$ cat src/rtl/core_local_interruptor_pkg.sv
// Shared address map, reset constants and byte-lane helper for the core-local interruptor.
package core_local_interruptor_pkg;

    localparam logic [31:0] CLINT_BASE        = 32'h0200_0000;
    localparam logic [15:0] CLINT_MSIP        = 16'h0000;
    localparam logic [15:0] CLINT_MTIMECMP_LO = 16'h4000;
    localparam logic [15:0] CLINT_MTIMECMP_HI = 16'h4004;
    localparam logic [15:0] CLINT_MTIME_LO    = 16'hBFF8;
    localparam logic [15:0] CLINT_MTIME_HI    = 16'hBFFC;
    localparam logic [63:0] MTIMECMP_RESET    = 64'hFFFF_FFFF_FFFF_FFFF;

    typedef struct packed {
        logic [15:0] off;
        logic [31:0] wdata;
        logic [3:0]  be;
        logic        acc;
        logic        wr;
    } clint_req_t;

    function automatic logic [31:0] merge_bytes(input logic [31:0] old,
                                                input logic [31:0] wdata,
                                                input logic [3:0]  be);
        logic [31:0] res;
        res = old;
        for (int i = 0; i < 4; i++)
            if (be[i]) res[8*i +: 8] = wdata[8*i +: 8];
        return res;
    endfunction

endpackage

$ cat src/rtl/core_local_interruptor_mtime_counter.sv
// Prescaled 64-bit mtime counter with per-byte bus writes merged over the ticked value.
module clint_mtime_counter
    import core_local_interruptor_pkg::*;
#(
    parameter int TICK_DIV = 1,
    parameter int DIV_W    = 8
) (
    input  logic        clk,
    input  logic        reset,
    input  logic        wr_lo,
    input  logic        wr_hi,
    input  logic [31:0] wdata,
    input  logic [3:0]  be,
    output logic [63:0] mtime,
    output logic [63:0] mtime_next
);
    logic [DIV_W-1:0] presc;
    logic             tick;
    logic [63:0]      mtime_inc;

    assign tick      = presc == DIV_W'(TICK_DIV - 1);
    assign mtime_inc = mtime + 64'(tick);

    // Written bytes override the incremented value; no carry crosses the written half.
    always_comb begin
        mtime_next = mtime_inc;
        if (wr_lo) mtime_next[31:0]  = merge_bytes(mtime_inc[31:0], wdata, be);
        if (wr_hi) mtime_next[63:32] = merge_bytes(mtime_inc[63:32], wdata, be);
    end

    always_ff @(posedge clk or negedge reset) begin
        if (!reset) begin
            presc <= '0;
            mtime <= '0;
        end else begin
            presc <= tick ? '0 : presc + DIV_W'(1);
            mtime <= mtime_next;
        end
    end

endmodule

$ cat src/rtl/core_local_interruptor.sv
// Memory-mapped msip / mtime / mtimecmp responder with single-cycle ready and interrupt outputs.
module core_local_interruptor
    import core_local_interruptor_pkg::*;
#(
    parameter logic [31:0] BASE_ADDR = CLINT_BASE,
    parameter int          TICK_DIV  = 1,
    parameter int          DIV_W     = 8
) (
    input  logic        clk,
    input  logic        reset,
    input  logic [31:0] addr,
    input  logic [31:0] wdata,
    input  logic [3:0]  byte_select,
    input  logic        ren,
    input  logic        wen,
    output logic        sel,
    output logic [31:0] rdata,
    output logic        ready,
    output logic        msw_irq,
    output logic        mtimer_irq
);
    clint_req_t  req;
    logic [31:0] word_addr;
    logic [63:0] mtime, mtime_next;
    logic [63:0] mtimecmp, mtimecmp_next;
    logic        msip;
    logic [31:0] rd_val;

    assign word_addr = addr & ~32'd3;
    assign sel       = word_addr[31:16] == BASE_ADDR[31:16];

    assign req.off   = word_addr[15:0];
    assign req.wdata = wdata;
    assign req.be    = byte_select;
    assign req.acc   = sel & (ren | wen);
    assign req.wr    = sel & wen;

    clint_mtime_counter #(.TICK_DIV(TICK_DIV), .DIV_W(DIV_W)) u_mtime (
        .clk        (clk),
        .reset      (reset),
        .wr_lo      (req.wr && req.off == CLINT_MTIME_LO),
        .wr_hi      (req.wr && req.off == CLINT_MTIME_HI),
        .wdata      (req.wdata),
        .be         (req.be),
        .mtime      (mtime),
        .mtime_next (mtime_next)
    );

    always_comb begin
        mtimecmp_next = mtimecmp;
        if (req.wr && req.off == CLINT_MTIMECMP_LO)
            mtimecmp_next[31:0] = merge_bytes(mtimecmp[31:0], req.wdata, req.be);
        if (req.wr && req.off == CLINT_MTIMECMP_HI)
            mtimecmp_next[63:32] = merge_bytes(mtimecmp[63:32], req.wdata, req.be);
    end

    always_comb begin
        rd_val = '0;
        case (req.off)
            CLINT_MSIP:        rd_val = {31'b0, msip};
            CLINT_MTIMECMP_LO: rd_val = mtimecmp[31:0];
            CLINT_MTIMECMP_HI: rd_val = mtimecmp[63:32];
            CLINT_MTIME_LO:    rd_val = mtime[31:0];
            CLINT_MTIME_HI:    rd_val = mtime[63:32];
            default:           rd_val = '0;
        endcase
    end

    // Response carries the pre-write value; compare uses the post-update registers.
    always_ff @(posedge clk or negedge reset) begin
        if (!reset) begin
            msip       <= 1'b0;
            mtimecmp   <= MTIMECMP_RESET;
            ready      <= 1'b0;
            rdata      <= '0;
            mtimer_irq <= 1'b0;
        end else begin
            if (req.wr && req.off == CLINT_MSIP && req.be[0]) msip <= req.wdata[0];
            mtimecmp   <= mtimecmp_next;
            ready      <= req.acc;
            rdata      <= req.acc ? rd_val : '0;
            mtimer_irq <= mtime_next >= mtimecmp_next;
        end
    end

    assign msw_irq = msip;

endmodule

$ cat config.mk
export PLATFORM = sky130hd
export DESIGN_NAME = core_local_interruptor
export DESIGN_NICKNAME = d
export VERILOG_FILES = /design/src/rtl/core_local_interruptor_pkg.sv /design/src/rtl/core_local_interruptor_mtime_counter.sv /design/src/rtl/core_local_interruptor.sv
export SDC_FILE = /design/constraint.sdc
export NUM_CORES = 1
export LEC_CHECK = 0
export CAP_MARGIN = 40
export CELL_PAD_IN_SITES_DETAIL_PLACEMENT = 0
export CELL_PAD_IN_SITES_GLOBAL_PLACEMENT = 1
export CORE_ASPECT_RATIO = 1.2
export CORE_MARGIN = 4
export CORE_UTILIZATION = 49
export DETAILED_ROUTE_END_ITERATION = 10
export GPL_ROUTABILITY_DRIVEN = 1
export PLACE_DENSITY_LB_ADDON = 0.1
export SYNTH_ARGS = -nofsm -noshare
export SYNTH_HDL_FRONTEND = slang
export SYNTH_SLANG_ARGS = --single-unit
$ cat constraint.sdc
create_clock -name clk -period 9.7 [get_ports clk]
set_input_delay 2.91 -clock clk [delete_from_list [all_inputs] [get_ports clk]]
set_output_delay 2.91 -clock clk [all_outputs]
set_load 0.05 [all_outputs]
==> results.yml <==
worst_hold_path:
  worstHoldPathType: "reg2reg"
final_layout:
  layout-drive-gt1-share_pct: 18.13
  postLayoutCoreUtil_pct: 59.85
  syn_to_final_growth_pct: 18.63
  finish.cell_count_without_fillers: 1412
  fillers: 1834
  final_nets: 1269
  antenna_cells: 0
run_status:
  run_status: "complete, no violations"
timing:
  grt_setup_unrepaired: "no"
  report.final.slew_viol_count: 0
  fin_skew_ps: 12.06
  final_hold_fails: 0
  worst_pin_slew_ps: 906.8
  relSlewSlack_pct: 39.33
  final_setup_violations: 0
  fin_ws_ps: 1926
  finalSetupTns_ps: 0
  fmax_mhz: 128.6
  timing.final.crit_share_pct: 80.14
  fin_crit_ps: 7774
power_and_ir_drop:
  netSwitchingFraction_pct: 23.23
  seqPwrFrac_pct: 46.9
  clock_group_share_of_total_power_pct: 48.1
  vdd_drop_max_v: 0.0001204
  fin_total_pwr_w: 0.001521
  static-leakage-power_nw: 5.373
  power_density_nw_per_um2: 119.9
  internal_power_w: 0.001168
  switching_power_w: 0.0003534
  comb_power_share_pct: 5.0
placement:
  numPortBuffers: 105
  hpwl_um: 21250
  post-place-ws_ps: 1900
  dpl_cells: 1380
  routabilityCongestion: 0.8829
detailed_routing:
  vias: 8321
  detail_route.vias_per_cell: 5.893
  total_iterations_of_the_first_detailed_routing_run: 5
  detail_routed_net_length_per_standard_cell_um: 20.82
  highest_layer: "met4"
  wirelength_um: 29400
  m1_wl_um: 12580
  routed-wl-met2_um: 15180
  met3RoutedLength_um: 1062
  drc: 0
  drt-initial-drc-count: 469
  drt.antenna.violating_nets: 0
worst_setup_path:
  timing.setup.critical_path_class: "in2out"
  critPathLaunchType: "primary input"
  critical_path_arrival_ps: 4860
  critical_path.max_fanout: 2
  required_ps: 6790
  kind_of_end_point_of_the_critical_path: "output pin"
cts:
  cts_htree_levels: 4
  tritoncts: "yes"
  cts_buffers: 17
  cts.path.max_buffers: 2
  clock_tree_root: "clkbuf_16"
  cts.hold.buffers_added: 0
  post_cts.repair.setup_buffers: 0
  cts_resized: 0
  cts.reportedPaths.clkPinSlew_ps: 70
  clk-insertion-delay-late_ps: 440
  clock-sinks: 171
floorplanning:
  floorplan.initialDensity_pct: 50.45
  die-width_um: 142.8
  design.die.area_sq_um: 24260
  core-area_sq_um: 21190
  die_h_um: 169.8
  io_pins: 108
  count_of_standard_cell_rows: 58
run:
  max_cap_viol_count: 0
global_route:
  overflow: 0
  antenna_found_initial: 0
  grt_pass1_wl_um: 47150
  grt_pass1_vias: 8610
  grtUsageTotal_pct: 24.86
  grt_start_max_net_pins: 67
yosys:
  ys_ff_latch: 171
  synth.yosys.warnings: 0
  ys.flop_type: "dfrtp_1"
  postSynthAreaPerCell_sq_um: 10.36
  netlist_area_sq_um: 10690
  synth_cell_type_count: 54
  synthesis.instances: 1032
  synthArstFlopShare_pct: 100.0
  synth_nets: 1172
  synth-edff-count: 0
  portion_of_the_post_synthesis_area_used_by_sequential_elements_pct: 40.77
-- power by group through the flow --
stage	clock network (W)	registers, W	logic (W)
6_report	0.000731	0.000714	0.0000758
3_3_place_gp	0	0.000727	0.0000749
5_1_grt	0.000775	0.000714	0.0000817
3_5_place_dp	0	0.000727	0.0000769
4_1_cts	0.000746	0.000714	0.0000770
2_1_floorplan	0	0.000727	0.0000158
-- worst paths after layout --
check / slack [ps] / cells past startpoint / endpoint / start
worst max-delay path: 1930 / 5 / sel / addr[22]
worst min-delay path: 480 / 1 / u_mtime.presc[7]$_DFF_PN0_ / u_mtime.presc[7]$_DFF_PN0_
worst max register to register: 4530 / 17 / mtimer_irq$_DFF_PN0_ / u_mtime.presc[5]$_DFF_PN0_
worst min register to register: 480 / 1 / u_mtime.presc[7]$_DFF_PN0_ / u_mtime.presc[7]$_DFF_PN0_
max in group asynchronous: 6160 / 2 / u_mtime.mtime[38]$_DFF_PN0_ / reset
min in group asynchronous: 2380 / 1 / rdata[18]$_DFF_PN0_ / reset
-- logic make-up after synthesis --
group,after synthesis,share of synthesized area (%)
AOI/OAI and AO/OA,152,8.122
xor gates and xnor gates,68,5.570
adders and majority gates,68,7.958
buffers and inverters,55,2.259
DFF,171,40.77
muxes,196,19.16
and+or+nand+nor,322,16.16
-- layer usage --
| metal | up-vias | track usage (%) |
|---|---|---|
| li1 | 4013 | - |
| met1 | 4092 | 32.39 |
| met2 | 176 | 42.97 |
| met3 | 40 | 3.345 |
| met4 | 0 | 7.648 |
| met5 | - | 0 |
-- registers in the layout (all words and copies together) (netlist names) --
signal,cells
mtimecmp,64
u_mtime.mtime,64
rdata,32
u_mtime.presc,8
msw_irq,1
mtimer_irq,1
ready,1
-- placed cells by master (no fill, tap or decap), types with 10 or more instances in the layout --
cell / n
buf_4: 13
xor2_1: 35
xnor2_1: 33
ha_1: 68
a21oi_1: 67
mux2_2: 69
nand2_1: 58
nor4_1: 13
clkbuf_16: 17
nor3_1: 11
dfstp_2: 64
and3_1: 50
dfrtp_1: 107
mux2i_1: 127
nand3_1: 49
clkdlybuf4s50_1: 103
nor2_1: 68
a21o_1: 12
o22ai_1: 31
o21ai_0: 30
inv_1: 10
nand4_1: 36
-- worst max-delay path, cell delays in order --
cell             delay, ps
clkdlybuf4s50_1        390
nor4b_1                380
and3_1                 220
and2_1                 140
clkdlybuf4s50_1        820
-- stage by stage --
step | hold slack [ps] | area (sq um)
6_report | 481.2 | 12680
5_1_grt | 514.3 | 12680
4_1_cts | 486.3 | 12680
3_5_place_dp | 467.9 | 12060
3_3_place_gp | 466.1 | 11960
2_1_floorplan | 447.2 | 10690
-- synth_stat cells, types with 2 or more instances --
cell type,count,area (sq um)
mux2i_1,127,1271
dfrtp_1,107,2678
mux2_2,69,777.0
ha_1,68,850.8
nor2_1,68,255.2
a21oi_1,67,335.3
dfstp_2,64,1682
nand2_1,59,221.5
and3_1,50,312.8
nand3_1,49,245.2
nand4_1,36,225.2
xor2_1,35,306.5
xnor2_1,33,289.0
o22ai_1,31,193.9
o21ai_0,30,150.1
clkbuf_1,23,86.33
buf_2,13,65.06
nor4_1,13,81.33
a21o_1,12,90.09
nor3_1,11,55.05
inv_1,10,37.54
buf_1,6,22.52
and4_2,4,40.04
and2_1,3,18.77
and4_1,3,26.28
nand3b_1,2,15.01
nand4_4,2,42.54
nor2_2,2,12.51
nor2b_1,2,12.51
nor4_2,2,25.02
nor4b_1,2,17.52
o21a_1,2,15.01
o41ai_1,2,17.52
or2_2,2,12.51
or3_1,2,12.51
or4_1,2,15.01
or4_4,2,22.52
-- layout make-up --
class                      count  area (sq um)  share of cell area (%)
multi-input combinational    806          6093                   48.04
sequential                   171          4359                   34.37
timing repair buffer         123          1232                   9.717
clock buffer                  18         439.2                   3.463
tap                          270         337.8                   2.664
clock inverter                14         183.9                   1.450
inverter                      10         37.54                  0.2959
(Power assumes the default switching activity.)
